===== config.mk =====
export PLATFORM = sky130hd
export DESIGN_NAME = uart_rx_flat
export DESIGN_NICKNAME = d
export VERILOG_FILES = /design/src/rtl/uart_rx_if.sv /design/src/rtl/uart_rx.sv /design/src/flat_wrapper.sv
export SDC_FILE = /design/constraint.sdc
export NUM_CORES = 1
export LEC_CHECK = 0
export ABC_AREA = 1
export CAP_MARGIN = 20
export CORE_MARGIN = 2
export CORE_UTILIZATION = 59
export DETAILED_ROUTE_END_ITERATION = 8
export PLACE_DENSITY = 0.78
export SLEW_MARGIN = 15
export SYNTH_ARGS = -nofsm -noshare
export SYNTH_HDL_FRONTEND = slang
export SYNTH_SLANG_ARGS = --single-unit

===== constraint.sdc =====
create_clock -name clk -period 3.35 [get_ports clk]
set_input_delay 0.335 -clock clk [delete_from_list [all_inputs] [get_ports clk]]
set_output_delay 0.335 -clock clk [all_outputs]
set_load 0.05 [all_outputs]

===== src/rtl/uart_rx_if.sv =====
// Serial-line and receive-strobe bundle between a UART receiver and the fabric side.
// The slave modport is the receiver; the master modport drives the line and consumes the strobes.
interface uart_rx_if #(
  parameter int DATA_WIDTH = 8
);
  logic                  serial_in;
  logic [DATA_WIDTH-1:0] rx_data;
  logic                  data_valid;
  logic                  parity_error;
  logic                  framing_error;
  logic                  busy;

  modport master (
    output serial_in,
    input  rx_data, data_valid, parity_error, framing_error, busy
  );

  modport slave (
    input  serial_in,
    output rx_data, data_valid, parity_error, framing_error, busy
  );
endinterface


===== src/rtl/uart_rx.sv =====
// Oversampling UART receiver: start, DATA_WIDTH bits LSB first, optional parity, one stop bit.
// Each bit is taken once at mid-bit; completed words are handed out with one-cycle strobes.
module uart_rx #(
  parameter int DATA_WIDTH     = 8,
  parameter int CLOCKS_PER_BIT = 8,
  parameter int PARITY_EN      = 1,
  parameter int PARITY_ODD     = 0,
  parameter int SYNC_STAGES    = 3
) (
  input  logic     clk,
  input  logic     reset,
  uart_rx_if.slave bus
);

  localparam int NBITS = DATA_WIDTH + PARITY_EN + 1;
  localparam int TW    = $clog2(CLOCKS_PER_BIT);
  localparam int BW    = $clog2(NBITS);

  // START samples one tick early because the detect edge already consumed tick 0.
  localparam logic [TW-1:0] TICK_HALF = TW'(CLOCKS_PER_BIT / 2 - 2);
  localparam logic [TW-1:0] TICK_LAST = TW'(CLOCKS_PER_BIT - 1);
  localparam logic [BW-1:0] LAST_DATA = BW'(DATA_WIDTH - 1);

  typedef enum logic [2:0] {
    WAIT_HIGH,
    IDLE,
    START,
    DATA,
    PARITY,
    STOP
  } state_e;

  state_e                  state_q;
  logic [SYNC_STAGES-1:0]  sync_q;
  logic [SYNC_STAGES-1:0]  sync_d;
  logic [TW-1:0]           tick_q;
  logic [BW-1:0]           bit_idx_q;
  logic [DATA_WIDTH-1:0]   shreg_q;
  logic                    par_q;
  logic [DATA_WIDTH-1:0]   rx_data_q;
  logic                    data_valid_q;
  logic                    parity_error_q;
  logic                    framing_error_q;
  logic                    busy_q;
  logic                    rxs;
  logic                    tick_hit;
  logic                    parity_err_d;

  assign sync_d       = {sync_q[SYNC_STAGES-2:0], bus.serial_in};
  assign rxs          = sync_q[SYNC_STAGES-1];
  assign tick_hit     = (tick_q == TICK_LAST);
  assign parity_err_d = (PARITY_EN != 0) && ((^shreg_q ^ par_q) != 1'(PARITY_ODD));

  // Idle level is 1, so the synchronizer resets high to avoid a false start.
  always_ff @(posedge clk) begin
    if (reset) sync_q <= '1;
    else       sync_q <= sync_d;
  end

  always_ff @(posedge clk) begin
    if (reset) begin
      state_q         <= WAIT_HIGH;
      tick_q          <= '0;
      bit_idx_q       <= '0;
      shreg_q         <= '0;
      par_q           <= 1'b0;
      rx_data_q       <= '0;
      data_valid_q    <= 1'b0;
      parity_error_q  <= 1'b0;
      framing_error_q <= 1'b0;
      busy_q          <= 1'b0;
    end else begin
      data_valid_q    <= 1'b0;
      parity_error_q  <= 1'b0;
      framing_error_q <= 1'b0;
      case (state_q)
        WAIT_HIGH: begin
          if (rxs) state_q <= IDLE;
        end
        IDLE: begin
          if (!rxs) begin
            state_q <= START;
            tick_q  <= '0;
            busy_q  <= 1'b1;
          end
        end
        START: begin
          if (tick_q == TICK_HALF) begin
            tick_q <= '0;
            if (rxs) begin
              state_q <= IDLE;
              busy_q  <= 1'b0;
            end else begin
              state_q   <= DATA;
              bit_idx_q <= '0;
            end
          end else begin
            tick_q <= tick_q + 1'b1;
          end
        end
        DATA: begin
          tick_q <= tick_hit ? '0 : tick_q + 1'b1;
          if (tick_hit) begin
            // LSB arrives first, so shifting in from the top lands it at bit 0.
            shreg_q   <= {rxs, shreg_q[DATA_WIDTH-1:1]};
            bit_idx_q <= bit_idx_q + 1'b1;
            if (bit_idx_q == LAST_DATA) state_q <= (PARITY_EN != 0) ? PARITY : STOP;
          end
        end
        PARITY: begin
          tick_q <= tick_hit ? '0 : tick_q + 1'b1;
          if (tick_hit) begin
            par_q     <= rxs;
            bit_idx_q <= bit_idx_q + 1'b1;
            state_q   <= STOP;
          end
        end
        STOP: begin
          tick_q <= tick_hit ? '0 : tick_q + 1'b1;
          if (tick_hit) begin
            busy_q <= 1'b0;
            if (rxs) begin
              rx_data_q      <= shreg_q;
              data_valid_q   <= 1'b1;
              parity_error_q <= parity_err_d;
              state_q        <= IDLE;
            end else begin
              // A low stop may be a break; wait for the line to recover before re-arming.
              framing_error_q <= 1'b1;
              state_q         <= WAIT_HIGH;
            end
          end
        end
        default: state_q <= WAIT_HIGH;
      endcase
    end
  end

  assign bus.rx_data       = rx_data_q;
  assign bus.data_valid    = data_valid_q;
  assign bus.parity_error  = parity_error_q;
  assign bus.framing_error = framing_error_q;
  assign bus.busy          = busy_q;

endmodule


===== src/flat_wrapper.sv =====
// flat-port wrapper written by rule: the top's interface ports become plain ports
module uart_rx_flat 
#(
  parameter int DATA_WIDTH     = 8,
  parameter int CLOCKS_PER_BIT = 8,
  parameter int PARITY_EN      = 1,
  parameter int PARITY_ODD     = 0,
  parameter int SYNC_STAGES    = 3
)
  (clk, reset, bus_serial_in, bus_rx_data, bus_data_valid, bus_parity_error, bus_framing_error, bus_busy);
  uart_rx_if #(.DATA_WIDTH(DATA_WIDTH)) bus_i ();
  input  logic clk;
  input  logic reset;
  input wire logic [$bits(bus_i.serial_in)-1:0] bus_serial_in;
  output wire logic [$bits(bus_i.rx_data)-1:0] bus_rx_data;
  output wire logic [$bits(bus_i.data_valid)-1:0] bus_data_valid;
  output wire logic [$bits(bus_i.parity_error)-1:0] bus_parity_error;
  output wire logic [$bits(bus_i.framing_error)-1:0] bus_framing_error;
  output wire logic [$bits(bus_i.busy)-1:0] bus_busy;
  assign bus_i.serial_in = bus_serial_in;
  assign bus_rx_data = bus_i.rx_data;
  assign bus_data_valid = bus_i.data_valid;
  assign bus_parity_error = bus_i.parity_error;
  assign bus_framing_error = bus_i.framing_error;
  assign bus_busy = bus_i.busy;
  uart_rx #(.DATA_WIDTH(DATA_WIDTH), .CLOCKS_PER_BIT(CLOCKS_PER_BIT), .PARITY_EN(PARITY_EN), .PARITY_ODD(PARITY_ODD), .SYNC_STAGES(SYNC_STAGES)) u_core (.clk(clk), .reset(reset), .bus(bus_i));
endmodule

### Word-level counts from Yosys, hierarchy flattened

Cells that the tools add are included.
Widths: inputs -> output; s select.

* divide/modulo/power cells: 0
* bitwise operators: 4
* eq/ne operators: 18
* reductions and logical operators: 16
* order comparisons: 0
* add/sub/neg operators: 2
* $mul: 0
* mux-type cells: 25
* shift operators: 0

Operator list (number)
* $mux 3: 10
* $pmux 3 s6: 1
* $ne 2x1->1 const B: 8
* $mux 4: 3
* $eq 3x2->1 const B: 3
* $eq 3x3->1 const B: 3
* $pmux 3 s3: 1
* $pmux 4 s2: 1
* $reduce_xor 8->1: 1
* $mux 1: 7
* $reduce_and 7->1: 1
* $reduce_and 2->1: 3
* $reduce_bool 3->1: 2
* $reduce_or 3->1: 2
* $reduce_and 5->1: 1
* $add 4x1->4 const B: 1
* $eq 4x3->1 const B: 1
* $ne 2x2->1 const B: 2
* $reduce_and 4->1: 1
* $reduce_or 4->1: 1
* $add 3x1->3 const B: 1
* $eq 3x1->1 const B: 1
* $logic_not 3->1: 1
* $not 1->1: 3
* other kinds (6): 6

* latch bits: 0
* ROM bits: 0
* bits in registers: 34
* bits in writable memories: 0
* memories: 0
* output and inout bits: 12
* word-level logic and storage cells: 76

### Depth between registers and ports, before layout

* depth in word-level cells: 4
* gate-level depth with buffers: 11
* depth with buffers taken out: 11

### Worst setup path before layout

Ideal clock, no wire load.

* path kind: register to register
* start: register u_core.tick_q[0]
* end: register u_core.state_q[0]
* stages on the path, launching flop included: 11
* arrival: 1.354 ns
* period minus slack after synthesis: 1.467 ns
* data required time: 3.237 ns
* path slack: 1.883 ns
* cell sequence: dfxtp_1 -> ha_1 -> ha_1 -> clkbuf_2 -> inv_1 -> nand2_1 -> nand3_1 -> nor2_2 -> nand2_1 -> nand2_1 -> nor2_1

* longest elaborated chain between the ends: 3
* elaborated cells between the ends (all ways): 7

Ends and longest elaborated chain
* start: declaration: RTL line uart_rx.sv:36 `logic [TW-1:0] tick_q;`
* start signal: assignment: RTL line uart_rx.sv:98 `tick_q <= tick_q + 1'b1;`
* start signal: assignment: RTL line uart_rx.sv:102 `tick_q <= tick_hit ? '0 : tick_q + 1'b1;`
* start signal: assignment: RTL line uart_rx.sv:111 `tick_q <= tick_hit ? '0 : tick_q + 1'b1;`
* $eq 3x3->1 / $eq 3x2->1 (equally long branches): RTL line uart_rx.sv:51, uart_rx.sv:88
* $ne 2x1->1 (no line)
* $reduce_and 7->1 (no line) (*)
* end signal: assignment: RTL line uart_rx.sv:107 `if (bit_idx_q == LAST_DATA) state_q <= (PARITY_EN != 0) ? PARITY : STOP;`
* end: declaration: RTL line uart_rx.sv:33 `state_e state_q;`

Every way passes the cells marked *; elsewhere a longest branch is shown, timed or not.
A chain may end at the register's enable or synchronous reset.

### Final worst setup path

* start: register u_core.rx_data_q[5] (netlist: u_core.bus.rx_data[5])
* end: output bus_rx_data[5]

RTL lines
* start: declaration: RTL line uart_rx.sv:40 `logic [DATA_WIDTH-1:0] rx_data_q;`
* start signal: assignment: RTL line uart_rx.sv:123 `rx_data_q <= shreg_q;`
* end: declaration: RTL line flat_wrapper.sv:15 `output wire logic [$bits(bus_i.rx_data)-1:0] bus_rx_data;`

No word-level cell between the ends.

==> reports/qor.csv <==
stage,metric,value,unit
pwr,P_leak,0.831,nW
grt,Total GRT Usage,21.8,%
clock_network,CTS tree,done,
synth,synth top area cells,"dfxtp_1 40%, nand2_1 13%, a21oi_1 6.4%",
clock_network,root buf cell,clkbuf_4,
clock_network,H-tree levels,2,
sta,fin crit share,55.0,%
die,IO Pins,15,
cells_and_area,nets@finish,264,
routing,routed len/inst,10.9,µm
synth,mean post-synth cell area,7.15,µm²
cells_and_area,layout cells sized above 1,12.9,%
pwr,Peak VDD IR,414,µV
cells_and_area,design area,1890,µm²
worst_setup_path,Buffers & Inverters on Critical Path,1,
grt,vias in the first global route,1337,
placement,Placed Area,1840,µm²
sta,Fin Hold WS,412,ps
die,Die Y,58.0,µm
worst_setup_path,Crit. End Element,primary output,
worst_setup_path,Crit Path Category,flip-flop to primary output,
run_status,status,completed,
die,Die ar.,3370,µm²
cells_and_area,"non-filler cells, final",287,
die,core area,2760,µm²
synth,Post-Synth Adder-Cell Area,3.63,%
sta,Worst Tran Pin Value,581,ps
grt,grt total ovfl,0,
clock_network,cts repair resizes,0,
routing,Detail Route Antenna Nets,0,
routing,WL final,3.13,mm
synth,simple-gate share of the synthesized area,30.6,%
sta,max_slew headroom,61.2,%
placement,Detailed Place HPWL,2.22,mm
routing,Initial DRC Count,75,
pwr,Power Total,981,µW
sta,RSZ-0062 raised after global routing,no,
routing,routed via count,1470,
synth,Post-Syn Instances,241,
routing,DR vias/cell,5.12,
sta,"Worst Setup Slack, final",1510,ps
grt,initial antenna violation count,0,
die,Die Wd,58.0,µm
clock_network,clock net sink count,34,
worst_setup_path,startpoint types,flip-flop,
synth,Synth top area share,39.5,%
synth,cell taking the most area after synthesis,dfxtp_1,
sta,Final Hold Viols,0,
die,FP Rows,19,
worst_hold_path,WHS Endpoint,u_core.sync_q[1],
pwr,pwr dens,519,nW/µm²
worst_hold_path,worst min path class,flip-flop to flip-flop,
sta,min Tclk post-route,1840,ps
cells_and_area,"commonest cells after routing, fill and taps aside","59 x nand2_1, 34 x dfxtp_1, 24 x inv_1",
cells_and_area,antenna fix cells,0,
clock_network,CTS Buf Count,5,
worst_setup_path,R2R Setup Slk,1560,ps
synth,"Seq/Total Area, Yosys",39.5,%
job,max-cap viol count,0,
synth,post-synthesis mux area share,0,%
grt,largest net degree at the start of global routing,22,
worst_setup_path,"Slowest-stage cell, CP",clkdlybuf4s50_1,
worst_hold_path,Hold Path Stages,1,
worst_setup_path,Worst Path Arrival,1510,ps
worst_setup_path,"Largest stage delay, worst path",810,ps
worst_setup_path,reg2reg end,u_core.state_q[0],
synth,Synth Area in Compound Gates,15.3,%
placement,cell count after placement,280,
synth,total number of yosys warnings,0,
routing,drt drc,0,
routing,first-pass iteration count of the detailed router,4,
die,Initial Util,62.5,%
synth,post-synthesis register bit count,34,
worst_setup_path,Worst EP required,3010,ps
clock_network,Clock Latency Late Sink,340,ps
sta,clock skew,6.10,ps
synth,Cell variety after synth,29,
worst_setup_path,worst reg-to-reg path cell count,9,
worst_hold_path,hold wc startpoint,u_core.sync_q[0],
clock_network,postcts setup bufs,0,
sta,setup TNS,0,ps
synth,Post-Synth XOR/XNOR Area,1.02,%
placement,IO buf count,14,
sta,Max Freq,543,MHz
worst_setup_path,FF-to-FF Start,u_core.tick_q[1],
synth,largest family of logic cells by synthesized area,simple AND/OR/NAND/NOR gates,
cells_and_area,Final Util,68.6,%
cells_and_area,"commonest non-fill, non-tap cell in the layout",nand2_1,
sta,endpoints failing setup,0,
grt,first-pass GRT wire length,5.74,mm
worst_setup_path,maximum fanout along the worst path,2,
worst_setup_path,crit-path cells,clkdlybuf4s50_1,
placement,Final Wtd Congestion,0.956,
sta,"Slew Viols, Final",0,
clock_network,Max Root-Sink Buffers,2,
synth,"Net Count, Synth",249,
clock_network,"Reg clk slew, reported paths",100,ps
synth,cell area after synthesis,1720,µm²
placement,pre-CTS WS,1350,ps
worst_setup_path,CP Launch Point,u_core.bus.rx_data[5],
clock_network,hold-fix buffers at CTS,0,
cells_and_area,Area Overhead vs Synth,9.73,%
worst_setup_path,Worst path top cell family by delay,buffers and inverters,
## sequential cells by signal (all words and copies together), names as in the netlist
signal and flops:
u_core.bus.busy 1, u_core.shreg_q 8, u_core.bus.parity_error 1, u_core.sync_q 3, u_core.bus.rx_data 8, u_core.par_q 1
u_core.bus.data_valid 1, u_core.bus.framing_error 1, u_core.state_q 3, u_core.bit_idx_q 4, u_core.tick_q 3
## cells by family (layout without fill, tap and decap cells)
kind of cell	Yosys count	in the layout
xor gates and xnor gates	2	2
buffers and inverters	36	51
AOI/OAI and AO/OA	50	50
DFF	34	34
and+or+nand+nor	114	114
adders and majority gates	5	5
## synthesized netlist by cell type
library cell  number
or2_2              3
nor2_2             4
nor2_8             1
o21ai_0           21
clkbuf_2           1
nor3_2             1
o21ai_2            1
nand2_1           59
nand4_1            3
nor2_1            18
buf_6              1
nand3_1           16
ha_1               5
clkbuf_1           2
a21oi_1           22
nor2_4             1
inv_2              6
xor2_1             1
nand2_4            1
xnor2_1            1
nand2_2            6
o21ai_1            2
a21oi_2            2
dfxtp_1           34
buf_8              1
buf_12             1
nor3_1             1
a31oi_1            2
inv_1             24
## how the worst max path moves through the flow
stage	depth (start not counted)	to	slack [ps]
after floorplan	10	u_core.state_q[0]	1880
after global placement	4	u_core.bus.rx_data[4]	1400
after detailed placement	4	u_core.shreg_q[0]	1350
after CTS	1	bus_rx_data[5]	1500
after global routing	8	u_core.state_q[2]	1360
final	1	bus_rx_data[5]	1510
## layout make-up
type	instances	area [µm²]
Timing Repair Buffer	14	140
Multi-Input combinational cell	171	871
Clock buffer	5	37.5
Clock inverter	2	10.0
Inverter	30	113
Sequential cell	34	681
Fill cell	243	867
Tap cell	31	38.8
## where the power goes
part	switching (mW)	internal, mW	total [mW]
Combinational	0.202	0.0974	0.300
Clock	0.137	0.0754	0.212
Sequential	0.0354	0.434	0.470
## layer usage
layer	up-vias	global-route usage, %	wire (µm)
met4	0	6.98	34
li1	808	-	-
met3	4	6.70	107
met2	26	31.7	1300
met5	-	0	0
met1	632	31.0	1690
Power figures use the tool's default switching activity.
